==> config.mk <==
export PLATFORM = sky130hd
export DESIGN_NAME = apb_v3_master
export DESIGN_NICKNAME = d
export VERILOG_FILES = /design/src/rtl/apb_v3_pkg.sv /design/src/rtl/apb_v3_wait_counter.sv /design/src/rtl/apb_v3_master.sv
export SDC_FILE = /design/constraint.sdc
export NUM_CORES = 1
export LEC_CHECK = 0
export CELL_PAD_IN_SITES_DETAIL_PLACEMENT = 2
export CELL_PAD_IN_SITES_GLOBAL_PLACEMENT = 2
export CORE_UTILIZATION = 24
export CTS_CLUSTER_SIZE = 30
export DETAILED_ROUTE_END_ITERATION = 10
export HOLD_SLACK_MARGIN = 0.05
export PLACE_DENSITY_LB_ADDON = 0.25
export SYNTH_ARGS = -nofsm -noshare
export SYNTH_HDL_FRONTEND = slang
export SYNTH_SLANG_ARGS = --single-unit
==> constraint.sdc <==
create_clock -name P_clk -period 2.05 [get_ports P_clk]
set_clock_uncertainty 0.2 [all_clocks]
set_input_delay 0.41 -clock P_clk [delete_from_list [all_inputs] [get_ports P_clk]]
set_output_delay 0.41 -clock P_clk [all_outputs]
set_load 0.05 [all_outputs]
==> src/rtl/apb_v3_pkg.sv <==
// Shared types and constants for the APB v3 master and its wait counter.
package apb_v3_pkg;

  typedef enum logic [1:0] {
    IDLE   = 2'b00,
    SETUP  = 2'b01,
    ACCESS = 2'b10
  } apb_state_t;

  localparam int DEF_ADDR_W = 32;
  localparam int DEF_DATA_W = 32;

  // rsp_err value reported when a transfer is aborted by the wait-state limit
  localparam logic RSP_ERR_TIMEOUT = 1'b1;

endpackage

==> src/rtl/apb_v3_wait_counter.sv <==
// ACCESS wait-state counter: clears on entry to ACCESS, counts P_ready-low cycles,
// and flags the cycle that would be the LIMIT-th wait.
module apb_v3_wait_counter #(
  parameter int LIMIT = 16
) (
  input  logic clk,
  input  logic rst_n,
  input  logic i_clear,
  input  logic i_inc,
  output logic o_limit
);

  localparam int CW = $clog2(LIMIT + 1);

  logic [CW-1:0] r_count;

  assign o_limit = (r_count == CW'(LIMIT - 1));

  // Saturates at LIMIT-1; the master aborts on that cycle so no further counting matters.
  always_ff @(posedge clk or negedge rst_n) begin
    if (!rst_n) begin
      r_count <= '0;
    end else if (i_clear) begin
      r_count <= '0;
    end else if (i_inc && !o_limit) begin
      r_count <= r_count + 1'b1;
    end
  end

endmodule

==> src/rtl/apb_v3_master.sv <==
// APB v3 initiator: valid/ready command in, IDLE->SETUP->ACCESS on the bus, one-cycle response out.
// Optional ACCESS wait-state timeout enabled by defining APB_MASTER_TIMEOUT_EN.
module apb_v3_master
  import apb_v3_pkg::*;
#(
  parameter int ADDR_W         = DEF_ADDR_W,
  parameter int DATA_W         = DEF_DATA_W,
  parameter int TIMEOUT_CYCLES = 16
) (
  input  logic              P_clk,
  input  logic              P_rst_n,
  input  logic              cmd_valid,
  output logic              cmd_ready,
  input  logic              cmd_write,
  input  logic [ADDR_W-1:0] cmd_addr,
  input  logic [DATA_W-1:0] cmd_wdata,
  output logic              rsp_valid,
  output logic [DATA_W-1:0] rsp_rdata,
  output logic              rsp_err,
  output logic [ADDR_W-1:0] P_addr,
  output logic              P_selx,
  output logic              P_enable,
  output logic              P_write,
  output logic [DATA_W-1:0] P_wdata,
  input  logic              P_ready,
  input  logic [DATA_W-1:0] P_rdata,
  input  logic              P_slverr
);

  if (TIMEOUT_CYCLES < 1) begin : g_bad_timeout
    $error("apb_v3_master: TIMEOUT_CYCLES must be >= 1");
  end

  apb_state_t        r_state;
  logic [ADDR_W-1:0] r_addr;
  logic              r_write;
  logic [DATA_W-1:0] r_wdata;
  logic              r_selx;
  logic              r_enable;
  logic              r_rsp_valid;
  logic [DATA_W-1:0] r_rsp_rdata;
  logic              r_rsp_err;

  logic w_done;
  logic w_accept;
  logic w_timeout;

  assign w_done    = (r_state == ACCESS) && P_ready;
  assign cmd_ready = P_rst_n && ((r_state == IDLE) || w_done);
  assign w_accept  = cmd_valid && cmd_ready;

`ifdef APB_MASTER_TIMEOUT_EN
  logic w_limit;

  apb_v3_wait_counter #(
    .LIMIT (TIMEOUT_CYCLES)
  ) u_wait_counter (
    .clk     (P_clk),
    .rst_n   (P_rst_n),
    .i_clear (r_state == SETUP),
    .i_inc   ((r_state == ACCESS) && !P_ready),
    .o_limit (w_limit)
  );

  assign w_timeout = (r_state == ACCESS) && !P_ready && w_limit;
`else
  assign w_timeout = 1'b0;
`endif

  always_ff @(posedge P_clk or negedge P_rst_n) begin
    if (!P_rst_n) begin
      r_state     <= IDLE;
      r_addr      <= '0;
      r_write     <= 1'b0;
      r_wdata     <= '0;
      r_selx      <= 1'b0;
      r_enable    <= 1'b0;
      r_rsp_valid <= 1'b0;
      r_rsp_rdata <= '0;
      r_rsp_err   <= 1'b0;
    end else begin
      r_rsp_valid <= 1'b0;

      // Reads leave P_wdata at its last written value.
      if (w_accept) begin
        r_addr  <= cmd_addr;
        r_write <= cmd_write;
        if (cmd_write) begin
          r_wdata <= cmd_wdata;
        end
      end

      if (w_done) begin
        r_rsp_valid <= 1'b1;
        r_rsp_rdata <= r_write ? '0 : P_rdata;
        r_rsp_err   <= P_slverr;
      end else if (w_timeout) begin
        r_rsp_valid <= 1'b1;
        r_rsp_rdata <= '0;
        r_rsp_err   <= RSP_ERR_TIMEOUT;
      end

      case (r_state)
        IDLE: begin
          if (w_accept) begin
            r_state  <= SETUP;
            r_selx   <= 1'b1;
            r_enable <= 1'b0;
          end
        end
        SETUP: begin
          r_state  <= ACCESS;
          r_selx   <= 1'b1;
          r_enable <= 1'b1;
        end
        ACCESS: begin
          if (w_done) begin
            // Back-to-back: keep P_selx high and re-enter SETUP.
            if (w_accept) begin
              r_state  <= SETUP;
              r_selx   <= 1'b1;
              r_enable <= 1'b0;
            end else begin
              r_state  <= IDLE;
              r_selx   <= 1'b0;
              r_enable <= 1'b0;
            end
          end else if (w_timeout) begin
            r_state  <= IDLE;
            r_selx   <= 1'b0;
            r_enable <= 1'b0;
          end
        end
        default: begin
          r_state  <= IDLE;
          r_selx   <= 1'b0;
          r_enable <= 1'b0;
        end
      endcase
    end
  end

  assign P_addr    = r_addr;
  assign P_write   = r_write;
  assign P_wdata   = r_wdata;
  assign P_selx    = r_selx;
  assign P_enable  = r_enable;
  assign rsp_valid = r_rsp_valid;
  assign rsp_rdata = r_rsp_rdata;
  assign rsp_err   = r_rsp_err;

endmodule

==> metrics.md, run 1 <==
| Metric | Value |
|---|---|
| Status | finished clean |
| Combinational power share | 0.445 |
| RSZ-0062 raised after global routing | false |
| Yosys top cell by area | dfrtp_1 |
| P_int | 4.807 mW |
| Hpwl dp | 8891 um |
| Final Util | 0.4041 |
| Maximum VDD drop | 0.5049 mV |
| Syn Inst Count | 294 |
| Die area | 0.01702 mm2 |
| Post-Syn Area | approximately 0.0040 mm2 |
| Area delta synth->final | 63.20% |
| Maximum capacitance violations | 0 |
| H-tree levels | 3 |
| P_leak | about 2.9 nW |
| Drt initial violations | 46 |
| Critical Path RT | 1.44 ns |
| Clock slew at reported path FFs | 0.07 ns |
| Largest net degree at the start of global routing | 103 |
| Non-filler cells, final | 727 |
| Critical path startpoint category | flop |
| # IOs | 204 |
| Yosys warns | 0 |
| FP Rows | 46 |
| Final net count | 608 |
| Remaining global-route overflow | 0 |
| Setup violations, final | 0 |
| Post-Syn Nets | 396 |
| Initial Util | 0.2476 |
| GRT Total Usage | 0.1436 |
| Core ar. | 0.01600 mm2 |
| DIE HEIGHT | 130.5 um |
| DIE WIDTH | 130.5 um |
| Vias in the first global route | 3357 |
| Fmax | between 0.5 and 0.6 GHz |
| Tmin final | 1.971 ns |
| Syn avg cell area | about 13 um2 |
| Seq pwr share | 0.339 |
| Cts bufs inserted | 9 |
| Final worst path period share | 0.9617 |
| Crit Path Max Fanout | 2 |
| Via density | 4.187 |
| Initial antenna violation count | 1 |
| Drt first pass iters | 3 |
| Switching Fraction | 0.4240 |
| Final Wtd Congestion | 0.6962 |
| CTS tree | built |
| Drt total wl | between 10000 and 15000 um |
| WP data arrival | 1.36 ns |
| Switching pwr | 3.539 mW |
| Routed vias | 3044 |
| Share of layout cells above drive strength 1 | 0.2765 |
| Worst slew margin | 0.6312 |
| Critical setup path kind | flop to output pin |
| Post-DRT Antenna Nets | 0 |
| Post-synth top area share | 0.6443 |
| Wire length per cell | 16.45 um |
| Residual DRC | 0 |
| Synthesized flop and latch total | 102 |
| CTS sink cnt | 102 |
| CP endpoint kind | output pin |
| First-pass GRT wire length | 18350 um |
| Yosys cell types | 16 |
| Final-report hold violation count | 0 |
| DP Cell Count | 708 |
| Slew @ Worst Pin | approximately 0.55 ns |
| Final Slew Violations | 0 |
| Hold Path Class | flop to flop |
| Port Buffers | just over 200 |
| Clk buf depth | 2 |
| Pwr dens | between 1000 and 1500 mW/mm2 |
| Clock Power Share | 0.216 |
| Root buf cell | clkbuf_16 |
| Largest cells by area after synthesis | dfrtp_1 (64%), mux2_1 (17%), nand2b_1 (5.2%) |
| Seq/Total Area, Yosys | 0.6443 |
| Clk_lat worst skew | between 0.3 and 0.4 ns |
## logic make-up after synthesis
| family | after synthesis | synth area share |
|---|---|---|
| compound gates | 35 | 0.04422 |
| buf+inv | 19 | 0.02242 |
| flops | 102 | 0.6443 |
| mux | 66 | 0.1876 |
| simple gates | 72 | 0.1014 |
## placed cells by master, fill, tap and decap left out, types with 2 or more instances in the layout
| cell | netlist | layout |
|---|---|---|
| buf_4 | 3 | 109 |
| dfrtp_1 | 102 | 101 |
| clkdlybuf4s50_1 | 0 | 99 |
| mux2_1 | 60 | 60 |
| o21ai_0 | 35 | 35 |
| nand2_1 | 33 | 33 |
| nand2b_1 | 33 | 33 |
| clkbuf_16 | 0 | 9 |
| buf_12 | 0 | 8 |
| mux2_2 | 6 | 6 |
| nand3b_1 | 2 | 2 |
| inv_1 | 2 | 2 |
| clkbuf_1 | 8 | 2 |
| bufinv_16 | 0 | 2 |
## synthesized netlist by cell type (all sizes together)
| library cell | count |
|---|---|
| buf | 9 |
| clkbuf | 8 |
| dfrtp | 102 |
| inv | 2 |
| mux2 | 66 |
| nand2 | 33 |
| nand2b | 33 |
| nand3b | 2 |
| nor2b | 1 |
| nor3 | 1 |
| nor3b | 1 |
| nor4b | 1 |
| o21ai | 35 |
## sequential cells by signal, indices dropped and copies added, names as in the netlist
name       count
P_write        1
P_selx         1
P_enable       1
rsp_valid      1
r_state        1
rsp_err        1
P_addr        32
rsp_rdata     32
P_wdata       32
## what timing repair did
action	CTS	global route
buffers inserted	2	0
setup endpoints to repair	1	1
hold endpoints to repair	102	0
gates resized for setup	2	0
pin swaps	1	1
hold buffers	1	0
## power groups by stage
| stage | registers [mW] | logic (mW) | clock network (mW) |
|---|---|---|---|
| 2_1_floorplan | 4.67 | 0.512 | 0 |
| 3_3_place_gp | 2.85 | 3.69 | 0 |
| 3_5_place_dp | 2.88 | 3.76 | 0 |
| 4_1_cts | 2.85 | 3.77 | 1.88 |
| 5_1_grt | 2.91 | 3.90 | 1.94 |
| 6_report | 2.83 | 3.71 | 1.80 |
## worst paths after layout
path                                       to  slack (ns)           from  cells after the start
worst max-delay path                cmd_ready        0.08       P_enable                      4
worst min-delay path            rsp_rdata[31]        0.29  rsp_rdata[31]                      2
worst max register to register    P_wdata[23]        0.13       P_enable                      5
worst min register to register  rsp_rdata[31]        0.29  rsp_rdata[31]                      2
max in group asynchronous       rsp_rdata[16]        0.69        P_rst_n                      3
min in group asynchronous          r_state[0]        0.55        P_rst_n                      3
## metal layers
metal  vias up  global-route usage  part of all wire
li1       1407                   -                 -
met3        10             0.03420             0.057
met4         0             0.05544             0.013
met5         -                   0                 0
met2        88              0.2666              0.55
met1      1539              0.1577              0.38
## per-stage QoR
stage	setup slack [ns]	total power, mW	TNS [ns]	hold WS (ns)	area (um2)
after global routing	0.004605	8.749	0	0.3080	6465
after global placement	-0.1814	6.539	-8.862	0.2659	6127
after CTS	0.02754	8.498	0	0.2961	6462
final	0.07854	8.346	0	0.2860	6465
after detailed placement	-0.2376	6.638	-10.83	0.2781	6127
after floorplan	0.07008	5.185	0	-0.08559	3974
## critical path: stages, from the launching register on
cell	delay, ns
dfrtp_2	0.40
nor2b_4	0.12
buf_4	0.13
nor3b_4	0.20
buf_12	0.16
## layout make-up
| class | count | area [um2] |
|---|---|---|
| multi-input combinational | 173 | 1336 |
| antenna | 1 | 2.502 |
| tap | 216 | 270.3 |
| sequential | 102 | 2554 |
| timing repair buffer | 218 | 1988 |
| clock buffer | 11 | 232.7 |
| fill | 1697 | 9535 |
| inverter | 2 | 7.507 |
| clock inverter | 4 | 73.82 |
(Power assumes the default switching activity.)
==> inputs of run 2 (changes only) <==
- ABC_CLOCK_PERIOD_IN_PS: default -> 2050
==> results of run 2 <==
No change in the layout: final DEF, timing and power equal those of run 1.
